## config.mk

```make
export PLATFORM = sky130hd
export DESIGN_NAME = stream_mux_rr_flat
export DESIGN_NICKNAME = d
export VERILOG_FILES = /design/src/rtl/stream_mux_rr_if.sv /design/src/rtl/stream_mux_rr.sv /design/src/flat_wrapper.sv
export SDC_FILE = /design/constraint.sdc
export NUM_CORES = 1
export LEC_CHECK = 0
export CORE_ASPECT_RATIO = 1.25
export CORE_MARGIN = 2
export CORE_UTILIZATION = 34
export CTS_CLUSTER_DIAMETER = 40
export CTS_CLUSTER_SIZE = 10
export DETAILED_ROUTE_END_ITERATION = 10
export GPL_TIMING_DRIVEN = 0
export PLACE_DENSITY = 0.78
export SLEW_MARGIN = 20
export SYNTH_ARGS = -nofsm -noshare
export SYNTH_HDL_FRONTEND = slang
export SYNTH_SLANG_ARGS = --single-unit
```

## constraint.sdc

```tcl
create_clock -name clk -period 1.8 [get_ports clk]
set_input_delay 0.27 -clock clk [delete_from_list [all_inputs] [get_ports clk]]
set_output_delay 0.27 -clock clk [all_outputs]
set_load 0.05 [all_outputs]
```

## src/rtl/stream_mux_rr_if.sv

```systemverilog
// stream_mux_rr_if: valid/ready bundle between N producers, the mux and one consumer.
// STREAM_MUX_PKT_LOCK_EN adds per-channel in_last and the registered out_last.
interface stream_mux_rr_if #(
   parameter int N    = 4,
   parameter int W    = 8,
   parameter int SELW = 2
);
   logic [N*W-1:0]  in_data;
   logic [N-1:0]    in_valid;
   logic [N-1:0]    in_ready;
   logic [W-1:0]    out_data;
   logic            out_valid;
   logic            out_ready;
   logic [SELW-1:0] out_sel;
`ifdef STREAM_MUX_PKT_LOCK_EN
   logic [N-1:0]    in_last;
   logic            out_last;
   modport slave (
      input  in_data, in_valid, in_last, out_ready,
      output in_ready, out_data, out_valid, out_sel, out_last
   );
   modport master (
      output in_data, in_valid, in_last, out_ready,
      input  in_ready, out_data, out_valid, out_sel, out_last
   );
`else
   modport slave (
      input  in_data, in_valid, out_ready,
      output in_ready, out_data, out_valid, out_sel
   );
   modport master (
      output in_data, in_valid, out_ready,
      input  in_ready, out_data, out_valid, out_sel
   );
`endif
endinterface

```

## src/rtl/stream_mux_rr.sv

```systemverilog
// stream_mux_rr: N-channel round-robin stream mux with one registered output stage.
// Define STREAM_MUX_PKT_LOCK_EN to hold the grant on one channel until its in_last beat.
module stream_mux_rr #(
   parameter int N    = 4,
   parameter int W    = 8,
   parameter int SELW = 2
) (
   input logic           clk,
   input logic           rst,
   stream_mux_rr_if.slave s
);
   logic [SELW-1:0] r_ptr, r_sel, w_g;
   logic [W-1:0]    r_data;
   logic            r_valid, w_load, w_any;
`ifdef STREAM_MUX_PKT_LOCK_EN
   logic            r_last, r_lock;
`endif
   assign w_load = ~r_valid | s.out_ready;
   // Scan from farthest to nearest so the channel closest after ptr wins.
   always_comb begin
      w_g   = r_ptr;
      w_any = 1'b0;
      for (int k = N; k >= 1; k--) begin
         if (s.in_valid[(int'(r_ptr) + k) % N]) begin
            w_g   = SELW'((int'(r_ptr) + k) % N);
            w_any = 1'b1;
         end
      end
`ifdef STREAM_MUX_PKT_LOCK_EN
      if (r_lock) begin
         w_g   = r_ptr;
         w_any = s.in_valid[r_ptr];
      end
`endif
   end
   assign s.in_ready  = (w_load && w_any && !rst) ? (N'(1) << w_g) : '0;
   assign s.out_data  = r_data;
   assign s.out_valid = r_valid;
   assign s.out_sel   = r_sel;
`ifdef STREAM_MUX_PKT_LOCK_EN
   assign s.out_last  = r_last;
`endif
   always_ff @(posedge clk) begin
      if (rst) begin
         r_valid <= 1'b0;
         r_data  <= '0;
         r_sel   <= '0;
         r_ptr   <= SELW'(N - 1);
`ifdef STREAM_MUX_PKT_LOCK_EN
         r_last  <= 1'b0;
         r_lock  <= 1'b0;
`endif
      end else if (w_load) begin
         r_valid <= w_any;
         if (w_any) begin
            r_data <= s.in_data[int'(w_g)*W +: W];
            r_sel  <= w_g;
            r_ptr  <= w_g;
`ifdef STREAM_MUX_PKT_LOCK_EN
            r_last <= s.in_last[w_g];
            r_lock <= ~s.in_last[w_g];
`endif
         end
      end
   end
endmodule
```

## src/flat_wrapper.sv

```systemverilog
// flat-port wrapper written by rule: the top's interface ports become plain ports
module stream_mux_rr_flat 
#(
   parameter int N    = 4,
   parameter int W    = 8,
   parameter int SELW = 2
)
  (clk, rst, s_in_data, s_in_valid, s_out_ready, s_in_ready, s_out_data, s_out_valid, s_out_sel);
  stream_mux_rr_if #(.N(N), .W(W), .SELW(SELW)) s_i ();
  input logic clk;
  input logic rst;
  input wire logic [$bits(s_i.in_data)-1:0] s_in_data;
  input wire logic [$bits(s_i.in_valid)-1:0] s_in_valid;
  input wire logic [$bits(s_i.out_ready)-1:0] s_out_ready;
  output wire logic [$bits(s_i.in_ready)-1:0] s_in_ready;
  output wire logic [$bits(s_i.out_data)-1:0] s_out_data;
  output wire logic [$bits(s_i.out_valid)-1:0] s_out_valid;
  output wire logic [$bits(s_i.out_sel)-1:0] s_out_sel;
  assign s_i.in_data = s_in_data;
  assign s_i.in_valid = s_in_valid;
  assign s_i.out_ready = s_out_ready;
  assign s_in_ready = s_i.in_ready;
  assign s_out_data = s_i.out_data;
  assign s_out_valid = s_i.out_valid;
  assign s_out_sel = s_i.out_sel;
  stream_mux_rr #(.N(N), .W(W), .SELW(SELW)) u_core (.clk(clk), .rst(rst), .s(s_i));
endmodule
```

**Yosys cells after proc, flatten, opt, wreduce, memory -nomap -nowiden**

Index checks and enable logic that the tools add are counted.

- Order comparisons: 4
- Reductions and logical operators: 8
- $add $sub $neg: 4
- Bitwise logic cells: 6
- Mux-type cells: 21
- Shifts and indexed selects: 2

Operators with widths:

| operator | count |
|---|---|
| $shiftx 32x6->8 | 1 |
| $lt 3x4->1 const B | 4 |
| $mux 1 | 12 |
| $bmux 1 s2 | 4 |
| $mux 2 | 4 |
| $reduce_or 2->1 | 4 |
| $add 2x1->2 const B | 2 |
| $add 2x2->2 const B | 2 |
| $and 1x1->1 const A | 4 |
| $mux 4 | 1 |
| $shl 1x2->4 const A | 1 |
| $logic_and 1x1->1 | 2 |
| $reduce_and 2->1 | 1 |
| $logic_not 1->1 | 1 |
| $not 1->1 | 1 |
| $or 1x1->1 | 1 |

- Logic and storage cells: 49
- Input port bits: 39
- Output and inout bits: 15
- Bits in registers: 13

**Logic depth before layout (Yosys ltp)**

Gate-level depths: netlist (run 1).

- Word-level depth: 13
- Depth in mapped cells: 6
- Depth with buffers taken out: 4

**Worst setup path before layout (run 1)**

No wires, ideal clock.

- Kind: register -> output
- Start: register u_core.r_valid, in the netlist u_core.s.out_valid
- End: output port s_in_ready[0]
- Slack: -0.612 ns
- Data arrival time: 2.142 ns
- Buffers on the path: 1
- Stages on the path, launching flop included: 6
- Cells stage by stage: dfxtp_1 > nor2b_1 > nor3_2 > or4b_4 > buf_6 > nor2_1

- Word-level cells in the longest chain between the ends: 5

RTL lines:

| what | RTL line | RTL |
|---|---|---|
| start, declared | stream_mux_rr.sv:14 | `logic r_valid, w_load, w_any;` |
| start signal, assigned | stream_mux_rr.sv:54 | `r_valid <= w_any;` |
| $not 1->1 | stream_mux_rr.sv:18 | `assign w_load = ~r_valid \| s.out_ready;` |
| $or 1x1->1 | stream_mux_rr.sv:18 |  |
| $logic_and 1x1->1 (2 in series) | stream_mux_rr.sv:36 | `assign s.in_ready = (w_load && w_any && !rst) ? (N'(1) << w_g) : '0;` |
| $mux 4 | stream_mux_rr.sv:36 |  |
| end, declared | flat_wrapper.sv:15 | `output wire logic [$bits(s_i.in_ready)-1:0] s_in_ready;` |

No other way between the ends.

**Worst setup path after layout (run 1)**

- Start: register u_core.r_ptr[1]
- End: output port s_in_ready[2]

- Word-level cells in the longest chain between the ends: 11

RTL lines:

| what | RTL line | RTL |
|---|---|---|
| start, declared | stream_mux_rr.sv:12 | `logic [SELW-1:0] r_ptr, r_sel, w_g;` |
| start signal, assigned | stream_mux_rr.sv:48 | `r_ptr <= SELW'(N - 1);` |
| start signal, assigned | stream_mux_rr.sv:58 | `r_ptr <= w_g;` |
| $add 2x1->2 | stream_mux_rr.sv:24, stream_mux_rr.sv:25 |  |
| $bmux 1 s2 | stream_mux_rr.sv:24 | `if (s.in_valid[(int'(r_ptr) + k) % N]) begin` |
| $mux 1 (implied by the code) (2 in series) | stream_mux_rr.sv:24 |  |
| $mux 1 (4 in series) | stream_mux_rr.sv:24 |  |
| $logic_and 1x1->1 (2 in series) | stream_mux_rr.sv:36 |  |
| $mux 4 (*) | stream_mux_rr.sv:36 |  |

Every way passes the cells marked *; elsewhere a longest branch is shown, timed or not. The select of a mux whose other input is x is not followed.

==> results of run 1 <==
cells in the mapped netlist:
master / count / area share, %
or4_1: 1 / 0.96
o221ai_1: 7 / 7.8
buf_6: 2 / 2.9
a21oi_1: 5 / 3.2
o31ai_2: 1 / 1.6
o21bai_1: 1 / 0.96
mux2i_1: 17 / 22
nand2b_1: 4 / 3.2
and3b_2: 1 / 1.3
or4b_4: 1 / 1.8
clkbuf_4: 1 / 0.96
nor4_1: 2 / 1.6
nand3b_1: 1 / 0.96
nand2_1: 12 / 5.7
a21o_2: 1 / 1.1
inv_1: 1 / 0.48
o221ai_2: 1 / 1.9
nor3_2: 1 / 1.3
dfxtp_1: 13 / 33
buf_4: 1 / 0.96
a31oi_1: 1 / 0.80
nor2_1: 8 / 3.8
nor3_1: 2 / 1.3
nor2b_1: 1 / 0.80
per-layer routing:
metal	up-vias	share of wire, %
li1	464	-
met1	432	40
met2	43	49
met3	2	9.7
met4	0	0.97
met5	-	0
worst max-delay path, delay by kind of cell, from the launching register on:
| family | cells | cell delay [ns] |
|---|---|---|
| buffers and inverters | 1 | 0.15 |
| DFF | 1 | 0.38 |
| muxes | 1 | 0.23 |
| and+or+nand+nor | 3 | 0.80 |
what timing repair did:
item                       CTS  global route
hold buffers                 0             0
resized for setup           46             5
setup buffers               15             4
setup endpoints to repair   12            12
pin swaps                    8             5
final timing paths:
check,from,to,slack (ns),cells past startpoint
setup / recovery,u_core.r_ptr[1],s_in_ready[2],-0.29,5
hold / removal,rst,u_core.s.out_valid,0.46,2
setup reg to reg,u_core.r_ptr[1],u_core.s.out_data[1],0.09,7
hold reg to reg,u_core.s.out_data[1],u_core.s.out_data[1],0.47,2
area by class of cell:
type	count	area, um^2
clock buffer	4	26.3
sequential	13	268
tap	31	38.8
fill	181	601
multi-input combinational	68	554
inverter	1	6.26
buffer	1	7.51
timing repair buffer	71	686
per-stage QoR:
step / setup slack [ns] / utilization, %
4_1_cts: -0.324 / 70.7
3_5_place_dp: -1.16 / 63.6
6_report: -0.291 / 72.5
5_1_grt: -0.374 / 72.5
3_3_place_gp: -1.14 / 63.6
2_1_floorplan: -0.106 / -
registers in the layout, indices dropped and copies added, names as in the netlist:
register,count
u_core.r_ptr,2
u_core.s.out_valid,1
u_core.s.out_data,8
u_core.s.out_sel,2
power groups by stage:
stage          clock (mW)  combinational (mW)  sequential, mW
2_1_floorplan           0               0.225           0.475
3_3_place_gp            0               0.542           0.354
3_5_place_dp            0               0.552           0.355
4_1_cts             0.187               0.609           0.352
5_1_grt             0.204               0.661           0.359
6_report            0.177               0.623           0.354
cell families (layout without fill, tap and decap cells):
group                  after synthesis  count (layout)  synth area share (%)
and+or+nand+nor                     34              34                  22.6
AOI/OAI and AO/OA                   17              17                  17.4
buffers and inverters                5              77                  5.25
DFF                                 13              13                  33.1
muxes                               17              17                  21.7
==> out/metrics.cfg, run 1 <==
[cells_and_area]
drive_gt1_share_pct=28.5
diodes=0
layout_commonest_cell=clkdlybuf4s50_1
fin_nets=198
fin_cells=189
design_area_mm2=0.00159
area_growth_pct=102
layout_common_cells=clkdlybuf4s50_1, mux2i_1, buf_4, nand2_1, dfxtp_1

[cts]
cts.htree.levels=1
cts_sinks=13
clk_pin_slew_ns=0.08
clk_latency_ns=0.27
cts_inserted_buffers=3
cts_root_buffer=clkbuf_4
cts_tree=yes
clock_path_buffers=2

[power]
combPwrFrac_pct=54.0
powerDensity_mw_per_mm2=727
pwr-share-seq_pct=30.7
peakVddDrop_mv=0.592
clock_power_share_pct=15.3
p_leak_nw=0.650
power.total_mw=1.15
switching_share_pct=38.3
p_switching_mw=0.442
p_int_mw=0.711

[die]
die_x_um=47
core_area_mm2=0.00219
io_pins=54
start_util_pct=35.9
fp.dieH_um=57.8
row_count=19
dieArea_mm2=0.00271

[synthesis]
syn_inst=86
synth.avg_cell_area_um2=9.14
syn-cell-area_um2=786
syn_nets=125
yosys_register_bits=13
yosysSeqAreaShare_pct=33.1
yosysWarnings=0
ys_types=24

[critical_path]
endpoint_kind=primary output
crit_arrival_ns=1.82
worst-endpoint-required_ns=1.53
critical_path.slowest_cell=or4b_4
critPathLaunchType=register
crit_fanout=5
critPathKind=register to primary output
crit_path_max_incr_delay_ns=0.59
crit_chain=mux2i_2 > nor2_2 > or4b_4 > nor2_4 > buf_8

[run_status]
status=complete, but fails checks
failed_checks=setup timing

[sta]
rsz0062_at_grt=yes
fin_ws_ns=-0.291
relSlewSlack_pct=65.4
fin_crit_sh_pct=116
tightest_slew_ns=0.517
final_max_slew_viol_count=0
hold_viol=0
timing.fmax_mhz=478
fin_tns_setup_ns=-0.779
period_minus_slack_ns=2.09
hold-worst-slack_ns=0.463
finalClockSkew_ns=0.00258
setup_viol=4

[global_routing]
grt_overflow=0
antenna_found_initial=0
gr-usage-met3_pct=4.36
use_met1_pct=23.0
grt_pass1_wl_um=4020
gr-usage-all-layers_pct=20.0
grt_pass1_vias=928
top_usage_layer=met2
grt_max_degree=11
met2_usage_pct=36.0

[routing]
via_count=941
drtIter0Drc=6
drtPass1Iterations=4
wirelength_um=2580
viasPerCell=4.98
drc_errors=0
ant_nets=0
wl_per_cell_um=13.7

[place]
placed_area_mm2=0.00139
dp_cells=170
hpwlAfterDp_um=1840
gp_congestion=0.821
portBuffers=53

[run]
max_cap_violations=0

[worst_hold_path]
hold_class=primary input to register

(Power assumes the default switching activity.)
==> run 2: changes to the inputs <==
--- a/config.mk
+++ b/config.mk
@@ -5,6 +5,7 @@
 export SDC_FILE = /design/constraint.sdc
 export NUM_CORES = 1
 export LEC_CHECK = 0
+export ABC_AREA = 0
 export CORE_ASPECT_RATIO = 1.25
 export CORE_MARGIN = 2
 export CORE_UTILIZATION = 34
==> results of run 2 <==
Same layout as run 1: the final DEF is identical, and so are final timing and power.
==> run 3: changes to the inputs <==
--- a/config.mk
+++ b/config.mk
@@ -8,13 +8,14 @@
 export ABC_AREA = 0
 export CORE_ASPECT_RATIO = 1.25
 export CORE_MARGIN = 2
-export CORE_UTILIZATION = 34
+export CORE_UTILIZATION = 31
 export CTS_CLUSTER_DIAMETER = 40
 export CTS_CLUSTER_SIZE = 10
 export DETAILED_ROUTE_END_ITERATION = 10
 export GPL_TIMING_DRIVEN = 0
-export PLACE_DENSITY = 0.78
+export PLACE_DENSITY = 0.75
 export SLEW_MARGIN = 20
 export SYNTH_ARGS = -nofsm -noshare
 export SYNTH_HDL_FRONTEND = slang
 export SYNTH_SLANG_ARGS = --single-unit
+export TNS_END_PERCENT = 1
==> constraint.sdc (replaced) <==
create_clock -name clk -period 1.75 [get_ports clk]
set_input_delay 0.2625 -clock clk [delete_from_list [all_inputs] [get_ports clk]]
set_output_delay 0.2625 -clock clk [all_outputs]
set_load 0.05 [all_outputs]
==> out/metrics.cfg, run 3 (synthesis results as in run 1) <==
[sta]
hold_viol=0  ; unchanged
fin_crit_sh_pct=117
period_minus_slack_ns=2.04
tightest_slew_ns=0.509  ; -0.00815 ns
final_max_slew_viol_count=0  ; unchanged
rsz0062_at_grt=yes
relSlewSlack_pct=66.0  ; +0.55 points
timing.fmax_mhz=489
hold-worst-slack_ns=0.457  ; -0.00586 ns
fin_ws_ns=-0.293  ; -0.00251 ns
setup_viol=4  ; unchanged
finalClockSkew_ns=0.00153  ; -0.00105 ns
fin_tns_setup_ns=-1.11  ; -0.330 ns

[die]
core_area_mm2=0.00243  ; +11%
die_x_um=49.0  ; +4.3%
row_count=20  ; +1
io_pins=54  ; unchanged
start_util_pct=32.4  ; -3.6 points
fp.dieH_um=60.3  ; +4.4%
dieArea_mm2=0.00296  ; +8.9%

[critical_path]
crit_fanout=8  ; +3
crit_arrival_ns=1.78  ; -0.04 ns
rr_worst_depth=5  ; -2
critPathLaunchType=register
endpoint_kind=primary output
worst-endpoint-required_ns=1.49  ; -0.04 ns
critPathKind=register to primary output

[cells_and_area]
layout_common_cells=clkdlybuf4s50_1, mux2i_1, nand2_1, dfxtp_1, buf_4
diodes=0  ; unchanged
largest_reg_flops=8  ; unchanged
nFillCells=222  ; +23%
drive_gt1_share_pct=21.8  ; -6.7 points
fin_nets=187  ; -5.6%
area_growth_pct=88.5
layout_commonest_cell=clkdlybuf4s50_1

[routing]
drtPass1Iterations=2  ; -2
wl_per_cell_um=13.7  ; +0.41%
via_count=888  ; -5.6%
viasPerCell=4.93  ; -0.91%
drc_errors=0  ; unchanged
wirelength_um=2470  ; -4.4%
ant_nets=0  ; unchanged
drtIter0Drc=4  ; -2

[place]
gp_congestion=0.843  ; +2.6%
hpwlAfterDp_um=2010  ; +9.7%
portBuffers=53  ; unchanged

[global_routing]
antenna_found_initial=0  ; unchanged
grt_max_degree=11  ; unchanged
grt_pass1_vias=952  ; +2.6%
grt_overflow=0  ; unchanged
gr-usage-all-layers_pct=18.4  ; -1.6 points
grt_pass1_wl_um=4280  ; +6.6%

[worst_hold_path]
holdPathStages=2  ; unchanged
hold_class=primary input to register

[cts]
cts_sinks=13  ; unchanged
cts_inserted_buffers=3  ; unchanged
clk_pin_slew_ns=0.08  ; about the same
cts_root_buffer=clkbuf_4
cts.htree.levels=1  ; unchanged
clk_latency_ns=0.26  ; about the same
clock_path_buffers=2  ; unchanged
cts_tree=yes

[power]
peakVddDrop_mv=0.472  ; -20%
power.total_mw=1.12  ; -2.7%
p_leak_nw=0.590  ; -9.2%
powerDensity_mw_per_mm2=757  ; +4.2%

[run_status]
status=complete, but fails checks
failed_checks=setup timing

[run]
max_cap_violations=0  ; unchanged

run 3: cell types whose count changed in the layout (fill, tap and decap cells not counted), sizes merged:
| cell | previous run | this run |
|---|---|---|
| buf | 23 | 10 |
| clkdlybuf4s15 | 0 | 1 |
| clkbuf | 4 | 5 |
| clkdlybuf4s50 | 43 | 44 |
| dlygate4sd2 | 6 | 5 |
run 3: what timing repair did:
action                     4_1_cts  5_1_grt
pin swaps                        6        3
setup endpoints to repair       12       12
hold endpoints to repair         0        0
hold buffers                     0        0
gates resized for setup         36        3
buffers inserted                 6        0
run 3: layout make-up:
type	count	area, um^2	share of cell area (%)
timing repair buffer	59	578	39.0
multi-input combinational	68	549	37.1
sequential	13	268	18.1
tap	33	41.3	2.79
clock buffer	4	26.3	1.77
buffer	2	15.0	1.01
inverter	1	3.75	0.253
run 3: worst paths after layout:
kind | slack [ns] | from | to
worst max-delay path | -0.29 | u_core.r_ptr[1] | s_in_ready[2]
worst min-delay path | 0.46 | rst | u_core.s.out_sel[1]
worst max register to register | 0.06 | u_core.r_ptr[1] | u_core.s.out_data[6]
worst min register to register | 0.46 | u_core.s.out_sel[1] | u_core.s.out_sel[1]
run 3: critical path, stage by stage (launching register included):
cell and delay [ns]:
dfxtp_4 0.39, mux2i_2 0.23, nor2_2 0.05, or4b_4 0.57, nor2_4 0.12, buf_8 0.15
run 3: metrics by stage:
step / utilization [%] / std cells / worst slack, ns / cell area (um^2)
floorplan: - / 86 / -0.148 / 815
global placement: 57.1 / 172 / -1.16 / 1390
detailed placement: 57.1 / 172 / -1.18 / 1390
CTS: 60.5 / 180 / -0.339 / 1470
global route: 61.0 / 180 / -0.387 / 1480
finish: 61.0 / 180 / -0.293 / 1480
run 3: per-layer routing:
| metal | up-vias | routed length (um) | global-route usage, % | part of all wire [%] |
|---|---|---|---|---|
| met5 | - | 0 | 0 | 0 |
| met4 | 0 | 0 | 2.45 | 0 |
| met3 | 0 | 193 | 6.50 | 7.8 |
| met2 | 39 | 1290 | 36.8 | 52 |
| met1 | 405 | 986 | 18.9 | 40 |
| li1 | 444 | - | - | - |
run 3: where the power goes:
group / switching [mW] / total (mW) / internal [mW]
clock: 0.0928 / 0.181 / 0.0880
combinational: 0.315 / 0.576 / 0.261
sequential: 0.0282 / 0.366 / 0.337
total: 0.435 / 1.12 / 0.687
